==> src/rtl/rv_mem_pkg.sv <==
// Memory-access width codes and the width helpers shared by the load/store unit
// and the RAM-side logic.
package rv_mem_pkg;

    localparam int MEM_XLEN = 64;

    typedef enum logic [2:0] {
        WID_B  = 3'd0,
        WID_H  = 3'd1,
        WID_W  = 3'd2,
        WID_D  = 3'd3,
        WID_BU = 3'd4,
        WID_HU = 3'd5,
        WID_WU = 3'd6
    } wid_e;

    // Number of bytes touched by an access of the given width.
    function automatic logic [3:0] wid_rank(input logic [2:0] wid);
        case (wid)
            WID_B,  WID_BU: return 4'd1;
            WID_H,  WID_HU: return 4'd2;
            WID_W,  WID_WU: return 4'd4;
            default:        return 4'd8;
        endcase
    endfunction

    function automatic logic store_wid_ok(input logic [2:0] wid);
        return wid <= WID_D;
    endfunction

    function automatic logic [MEM_XLEN-1:0] mem_extend(input logic [MEM_XLEN-1:0] d,
                                                       input logic [2:0] wid);
        case (wid)
            WID_B:   return {{56{d[7]}},  d[7:0]};
            WID_H:   return {{48{d[15]}}, d[15:0]};
            WID_W:   return {{32{d[31]}}, d[31:0]};
            WID_BU:  return {56'd0, d[7:0]};
            WID_HU:  return {48'd0, d[15:0]};
            WID_WU:  return {32'd0, d[31:0]};
            default: return d;
        endcase
    endfunction

endpackage

==> src/rtl/lsu_sb.sv <==
// Store buffer: circular FIFO of {addr, data, wid} with an address CAM that
// reports the youngest valid entry matching the lookup address.
module lsu_sb
    import rv_mem_pkg::*;
#(
    parameter int DATA_WIDTH = 64,
    parameter int RAM_SIZE   = 16,
    parameter int SB_DEPTH   = 4
) (
    input  logic                  clk,
    input  logic                  rst,
    input  logic                  push,
    input  logic [RAM_SIZE-1:0]   push_addr,
    input  logic [DATA_WIDTH-1:0] push_data,
    input  logic [2:0]            push_wid,
    input  logic                  pop,
    output logic [RAM_SIZE-1:0]   head_addr,
    output logic [DATA_WIDTH-1:0] head_data,
    output logic [2:0]            head_wid,
    output logic                  empty,
    output logic                  full,
    input  logic [RAM_SIZE-1:0]   lookup_addr,
    output logic                  hit,
    output logic [DATA_WIDTH-1:0] hit_data,
    output logic [2:0]            hit_wid
);

    localparam int PTR_W = (SB_DEPTH > 1) ? $clog2(SB_DEPTH) : 1;
    localparam int CNT_W = $clog2(SB_DEPTH + 1);

    logic [RAM_SIZE-1:0]   addr_q [SB_DEPTH];
    logic [DATA_WIDTH-1:0] data_q [SB_DEPTH];
    logic [2:0]            wid_q  [SB_DEPTH];
    logic [PTR_W-1:0]      rd_ptr, wr_ptr, idx;
    logic [CNT_W-1:0]      count;

    function automatic logic [PTR_W-1:0] ptr_inc(input logic [PTR_W-1:0] p);
        return (p == PTR_W'(SB_DEPTH - 1)) ? '0 : p + 1'b1;
    endfunction

    assign empty     = (count == '0);
    assign full      = (count == CNT_W'(SB_DEPTH));
    assign head_addr = addr_q[rd_ptr];
    assign head_data = data_q[rd_ptr];
    assign head_wid  = wid_q[rd_ptr];

    always_ff @(posedge clk or posedge rst) begin
        if (rst) begin
            rd_ptr <= '0;
            wr_ptr <= '0;
            count  <= '0;
        end else begin
            if (push) wr_ptr <= ptr_inc(wr_ptr);
            if (pop)  rd_ptr <= ptr_inc(rd_ptr);
            case ({push, pop})
                2'b10:   count <= count + 1'b1;
                2'b01:   count <= count - 1'b1;
                default: count <= count;
            endcase
        end
    end

    // Payload needs no reset; validity is carried entirely by the count.
    always_ff @(posedge clk) begin
        if (push) begin
            addr_q[wr_ptr] <= push_addr;
            data_q[wr_ptr] <= push_data;
            wid_q[wr_ptr]  <= push_wid;
        end
    end

    // Walk oldest to youngest so the last match seen is the youngest.
    always_comb begin
        hit      = 1'b0;
        hit_data = '0;
        hit_wid  = '0;
        idx      = rd_ptr;
        for (int i = 0; i < SB_DEPTH; i++) begin
            idx = rd_ptr + PTR_W'(i);
            if (CNT_W'(i) < count && addr_q[idx] == lookup_addr) begin
                hit      = 1'b1;
                hit_data = data_q[idx];
                hit_wid  = wid_q[idx];
            end
        end
    end

endmodule

==> src/rtl/lsu.sv <==
// Load/store unit: stores are buffered and drained in idle cycles, loads go
// straight to RAM or are forwarded from the buffer, with a registered writeback.
module lsu
    import rv_mem_pkg::*;
#(
    parameter int DATA_WIDTH = 64,
    parameter int RAM_SIZE   = 16,
    parameter int SB_DEPTH   = 4
) (
    input  logic                  clk,
    input  logic                  rst,
    input  logic                  req_valid_i,
    output logic                  req_ready_o,
    input  logic                  req_load_i,
    input  logic                  req_store_i,
    input  logic [RAM_SIZE-1:0]   req_addr_i,
    input  logic [DATA_WIDTH-1:0] req_data_i,
    input  logic [2:0]            req_wid_i,
    input  logic [4:0]            req_rd_i,
    output logic [RAM_SIZE-1:0]   ram_raddr_o,
    output logic [RAM_SIZE-1:0]   ram_waddr_o,
    output logic                  ram_read_o,
    output logic                  ram_write_o,
    output logic [DATA_WIDTH-1:0] ram_wdata_o,
    output logic [2:0]            ram_wid_o,
    input  logic [DATA_WIDTH-1:0] ram_rdata_i,
    output logic                  wb_valid_o,
    output logic [DATA_WIDTH-1:0] wb_data_o,
    output logic [4:0]            wb_rd_o,
    output logic                  sb_empty_o,
    output logic                  err_o
);

    logic                  is_load, is_store, load_acc, store_acc, push, drain;
    logic                  sb_empty, sb_full, sb_hit, partial;
    logic [RAM_SIZE-1:0]   sb_head_addr;
    logic [DATA_WIDTH-1:0] sb_head_data, sb_hit_data;
    logic [2:0]            sb_head_wid, sb_hit_wid;

    assign is_load     = req_load_i & ~req_store_i;
    assign is_store    = req_store_i & ~req_load_i;
    assign partial     = sb_hit && (wid_rank(sb_hit_wid) < wid_rank(req_wid_i));
    assign req_ready_o = ~sb_full & ~(req_valid_i & is_load & partial);
    assign load_acc    = req_valid_i & req_ready_o & is_load;
    assign store_acc   = req_valid_i & req_ready_o & is_store;
    assign push        = store_acc & store_wid_ok(req_wid_i);
    assign drain       = ~load_acc & ~sb_empty;
    assign sb_empty_o  = sb_empty;

    lsu_sb #(
        .DATA_WIDTH (DATA_WIDTH),
        .RAM_SIZE   (RAM_SIZE),
        .SB_DEPTH   (SB_DEPTH)
    ) u_sb (
        .clk         (clk),
        .rst         (rst),
        .push        (push),
        .push_addr   (req_addr_i),
        .push_data   (req_data_i),
        .push_wid    (req_wid_i),
        .pop         (drain),
        .head_addr   (sb_head_addr),
        .head_data   (sb_head_data),
        .head_wid    (sb_head_wid),
        .empty       (sb_empty),
        .full        (sb_full),
        .lookup_addr (req_addr_i),
        .hit         (sb_hit),
        .hit_data    (sb_hit_data),
        .hit_wid     (sb_hit_wid)
    );

    // Loads invert the write address so a RAM with write-to-read bypass never
    // hands back the idle write data.
    always_comb begin
        ram_read_o  = 1'b0;
        ram_write_o = 1'b0;
        ram_raddr_o = req_addr_i;
        ram_waddr_o = sb_head_addr;
        ram_wdata_o = sb_head_data;
        ram_wid_o   = sb_head_wid;
        if (!rst) begin
            if (load_acc) begin
                ram_read_o  = 1'b1;
                ram_waddr_o = ~req_addr_i;
                ram_wid_o   = req_wid_i;
            end else if (drain) begin
                ram_write_o = 1'b1;
            end
        end
    end

    always_ff @(posedge clk or posedge rst) begin
        if (rst) begin
            wb_valid_o <= 1'b0;
            wb_data_o  <= '0;
            wb_rd_o    <= '0;
            err_o      <= 1'b0;
        end else begin
            wb_valid_o <= load_acc;
            err_o      <= store_acc & ~store_wid_ok(req_wid_i);
            if (load_acc) begin
                wb_rd_o   <= req_rd_i;
                wb_data_o <= sb_hit ? DATA_WIDTH'(mem_extend(MEM_XLEN'(sb_hit_data), req_wid_i))
                                    : ram_rdata_i;
            end
        end
    end

endmodule

==> config.mk <==
export PLATFORM = sky130hd
export DESIGN_NAME = lsu
export DESIGN_NICKNAME = d
export VERILOG_FILES = /design/src/rtl/rv_mem_pkg.sv /design/src/rtl/lsu_sb.sv /design/src/rtl/lsu.sv
export SDC_FILE = /design/constraint.sdc
export NUM_CORES = 1
export LEC_CHECK = 0
export CORE_UTILIZATION = 40
export DETAILED_ROUTE_END_ITERATION = 6
export PLACE_DENSITY = 0.65
export SLEW_MARGIN = 20
export SYNTH_ARGS = -nofsm -noshare
export SYNTH_HDL_FRONTEND = slang
export SYNTH_SLANG_ARGS = --single-unit
==> constraint.sdc <==
create_clock -name clk -period 14.3 [get_ports clk]
set_input_delay 4.29 -clock clk [delete_from_list [all_inputs] [get_ports clk]]
set_output_delay 4.29 -clock clk [all_outputs]
set_load 0.02 [all_outputs]
==> results.yml <==
outcome:
  status: "finished, final reports clean"
layout:
  post_route_cells_drive_above_1_share_pct: 23.1
  syn2layout_area_growth_pct: 21.7
  fin_area_um2: 30800
  finalNonFillerCells: 2844
  mostFrequentLayoutCell: "edfxtp_1"
  nets: 2136
  final_cell_mix: "332 x edfxtp_1, 330 x clkdlybuf4s50_1, 318 x mux4_2"
synth:
  synth-main-ff-cell: "edfxtp_1"
  netlist_area_um2: 25300
  ys_seq_area_share_pct: 47.2
  synth_nets: 1904
  yosys_warnings: 0
  yosysUniqueCellTypes: 71
  synth_cells: 1734
  synth_enable_flop_cells: 332
  async_flop_share_pct: 19.0
  synth-seq-cells: 410
  synth_area_per_cell_um2: 14.6
clock_tree:
  cts_tree: "yes"
  htreeDepth: 2
  path_clk_slew_ps: 60
  cts_sinks: 410
  hold_buffers: 0
  cts_root_buf: "clkbuf_16"
  cts_resized: 0
  numCtsBuffers: 47
  cts_buffer_depth: 3
  cts_setup_buffers: 0
  insertion_delay_ps: 590
timing:
  setup_violations: 0
  fmax_mhz: 73.3
  setup_ws_ps: 652
  skew_ps: 18.1
  final_hold_viol_count: 0
  drv_slew: 0
  layout_min_cycle_time_ps: 13650
  tightest_slew_ps: 1070
  period_share_pct: 95.4
  setup-tns-final_ps: 0
  rsz0062_at_grt: "no"
  slew_headroom_pct: 28.9
global_route:
  use_met2_pct: 37.4
  met3_usage_pct: 4.50
  grt_pass1_vias: 17501
  grt_max_degree: 131
  use_met1_pct: 27.7
  grt-busiest-layer: "met2"
  grt_antenna_before_repair: 5
  grt_pass1_wl_mm: 107
  grtUsageTotal_pct: 21.9
  gr-total-overflow: 0
setup_path:
  startpoint: "req_addr_i[1]"
  timing.rr.start: "u_sb.rd_ptr[1]"
  start_kind: "primary input"
  rrSetupSlack_ps: 6150
  reg2regPathDepth: 20
  regToRegEndpoint: "wb_data_o[14]"
  path_class: "primary input to output pin"
  cp.arrival_ps: 9360
  endpoint_kind: "output pin"
  required_ps: 10010
  crit_fanout: 37
detailed_routing:
  final_antenna_net_count: 0
  vias: 17344
  routedWlPerCell_um: 24.5
  drt-initial-drc-count: 1213
  drc_errors: 0
  viasPerCell: 6.10
  drtPass1Iterations: 5
  totalWireLength_mm: 69.8
placement:
  dp_slack_ps: 648
  place_inst: 2754
  port-buffer-count: 330
  placedInstanceArea_um2: 29000
  dp_hpwl_mm: 44.9
  place.gp.congestion: 0.821
floorplanning:
  rows: 91
  core_area_um2: 62100
  die_x_um: 253
  dieArea_um2: 64200
  start_util_pct: 40.7
  die_h_um: 253
  io_pins: 331
power_and_ir_drop:
  p_per_area_nw_per_um2: 192
  vdd_drop_max_uv: 165
  switchingPower_w: 0.00206
  internal_power_w: 0.00385
  leakage_nw: 10.1
  share_comb_of_total_power_pct: 51.3
  seqPwrFrac_pct: 26.3
  p_clk_share_pct: 22.4
  p_sw_share_pct: 34.8
job:
  cap_violations: 0
worst_hold_path:
  min_from: "wb_rd_o[0]"
  holdPathEnd: "wb_rd_o[0]"
  hold_class: "flop to flop"
  whs_path_depth: 1
## kinds of logic (layout without fill, tap and decap cells)
family          after synthesis  in the layout  synth area share [%]
simple gates                365            365                  6.31
other cells                   0              3                     0
mux                         378            378                  30.8
fa+ha+maj                    13             13                 0.644
xor+xnor                     71             71                  2.46
flops                       410            410                  47.2
compound gates              299            299                  8.80
buf+inv                     198            468                  3.78
## per-layer routing
layer  wire, um  vias up  part of all wire [%]
met5         14        -                 0.020
met4       2090        2                   3.0
met3       4760      116                   6.8
met2      35700      662                    51
met1      27200     9014                    39
li1           -     7550                     -
## metrics by stage
stage	total power, W	hold slack [ps]	util (%)
6_report	0.00590	485	49.6
5_1_grt	0.00621	502	49.6
4_1_cts	0.00597	491	49.5
3_5_place_dp	0.00463	477	46.8
3_3_place_gp	0.00459	467	46.8
2_1_floorplan	0.00379	509	-
## registers in the layout (all words and copies together), names as in the netlist
signal and count:
u_sb.wid_q 12, wb_rd_o 5, u_sb.data_q 256, u_sb.count 3, wb_valid_o 1, u_sb.rd_ptr 2, err_o 1, u_sb.wr_ptr 2
u_sb.addr_q 64, wb_data_o 64
## power by group through the flow
stage               clock network, W  registers [W]  logic (W)
floorplan                          0        0.00160    0.00220
global placement                   0        0.00157    0.00302
CTS                          0.00135        0.00156    0.00306
global route                 0.00140        0.00157    0.00324
finish                       0.00132        0.00155    0.00303
detailed placement                 0        0.00158    0.00305
## synth_stat cells (all sizes together), types with 3 or more instances
library cell / instances / area share, %
edfxtp: 332 / 39
mux4: 318 / 28
nand2: 161 / 2.4
nor2: 133 / 2.0
buf: 92 / 2.2
clkbuf: 85 / 1.3
dfrtp: 78 / 7.7
a21oi: 56 / 1.1
xnor2: 51 / 1.8
a22oi: 46 / 1.4
a31oi: 45 / 1.2
mux2i: 36 / 1.4
a211o: 32 / 1.1
o22a: 32 / 1.1
mux2: 24 / 1.1
inv: 20 / 0.30
xor2: 20 / 0.69
o211ai: 17 / 0.52
a41oi: 16 / 0.55
nand4: 15 / 0.40
a211oi: 14 / 0.42
ha: 13 / 0.64
and2: 11 / 0.27
nand3: 11 / 0.26
or2: 9 / 0.22
o21a: 8 / 0.24
o21ai: 6 / 0.12
a21boi: 5 / 0.15
nor3: 5 / 0.12
a311o: 4 / 0.16
nor2b: 4 / 0.099
o31ai: 4 / 0.17
nor4: 3 / 0.099
nor4b: 3 / 0.10
o2111ai: 3 / 0.17
or3: 3 / 0.074
## worst max path at each step
stage	endpoint	slack, ps
2_1_floorplan	ram_waddr_o[10]	2180
3_3_place_gp	ram_waddr_o[0]	950
3_5_place_dp	ram_waddr_o[0]	650
4_1_cts	ram_waddr_o[0]	650
5_1_grt	ram_waddr_o[0]	310
6_report	ram_waddr_o[0]	650
## critical path, cell delays in order
cell             delay (ps)
clkdlybuf4s50_1         600
inv_1                   180
a22oi_1                 210
o2111ai_1               170
a2111oi_2               670
nand4_1                 190
o221ai_1                270
nand3_1                 110
and2_1                  200
nor2b_1                 140
ha_1                    260
nand2_1                  90
o311a_1                 400
o22ai_4                 200
buf_4                   410
a21oi_1                 140
a31oi_1                 170
clkdlybuf4s50_1         620
## cell type report
type	instances	area (um2)
timing repair buffer	360	3540
clock inverter	25	423
antenna	3	7.51
inverter	21	81.3
sequential	410	11900
tap	837	1050
fill	5197	31300
clock buffer	62	1280
multi-input combinational	1126	12400
Note: power is estimated with default switching activity, not from simulation.
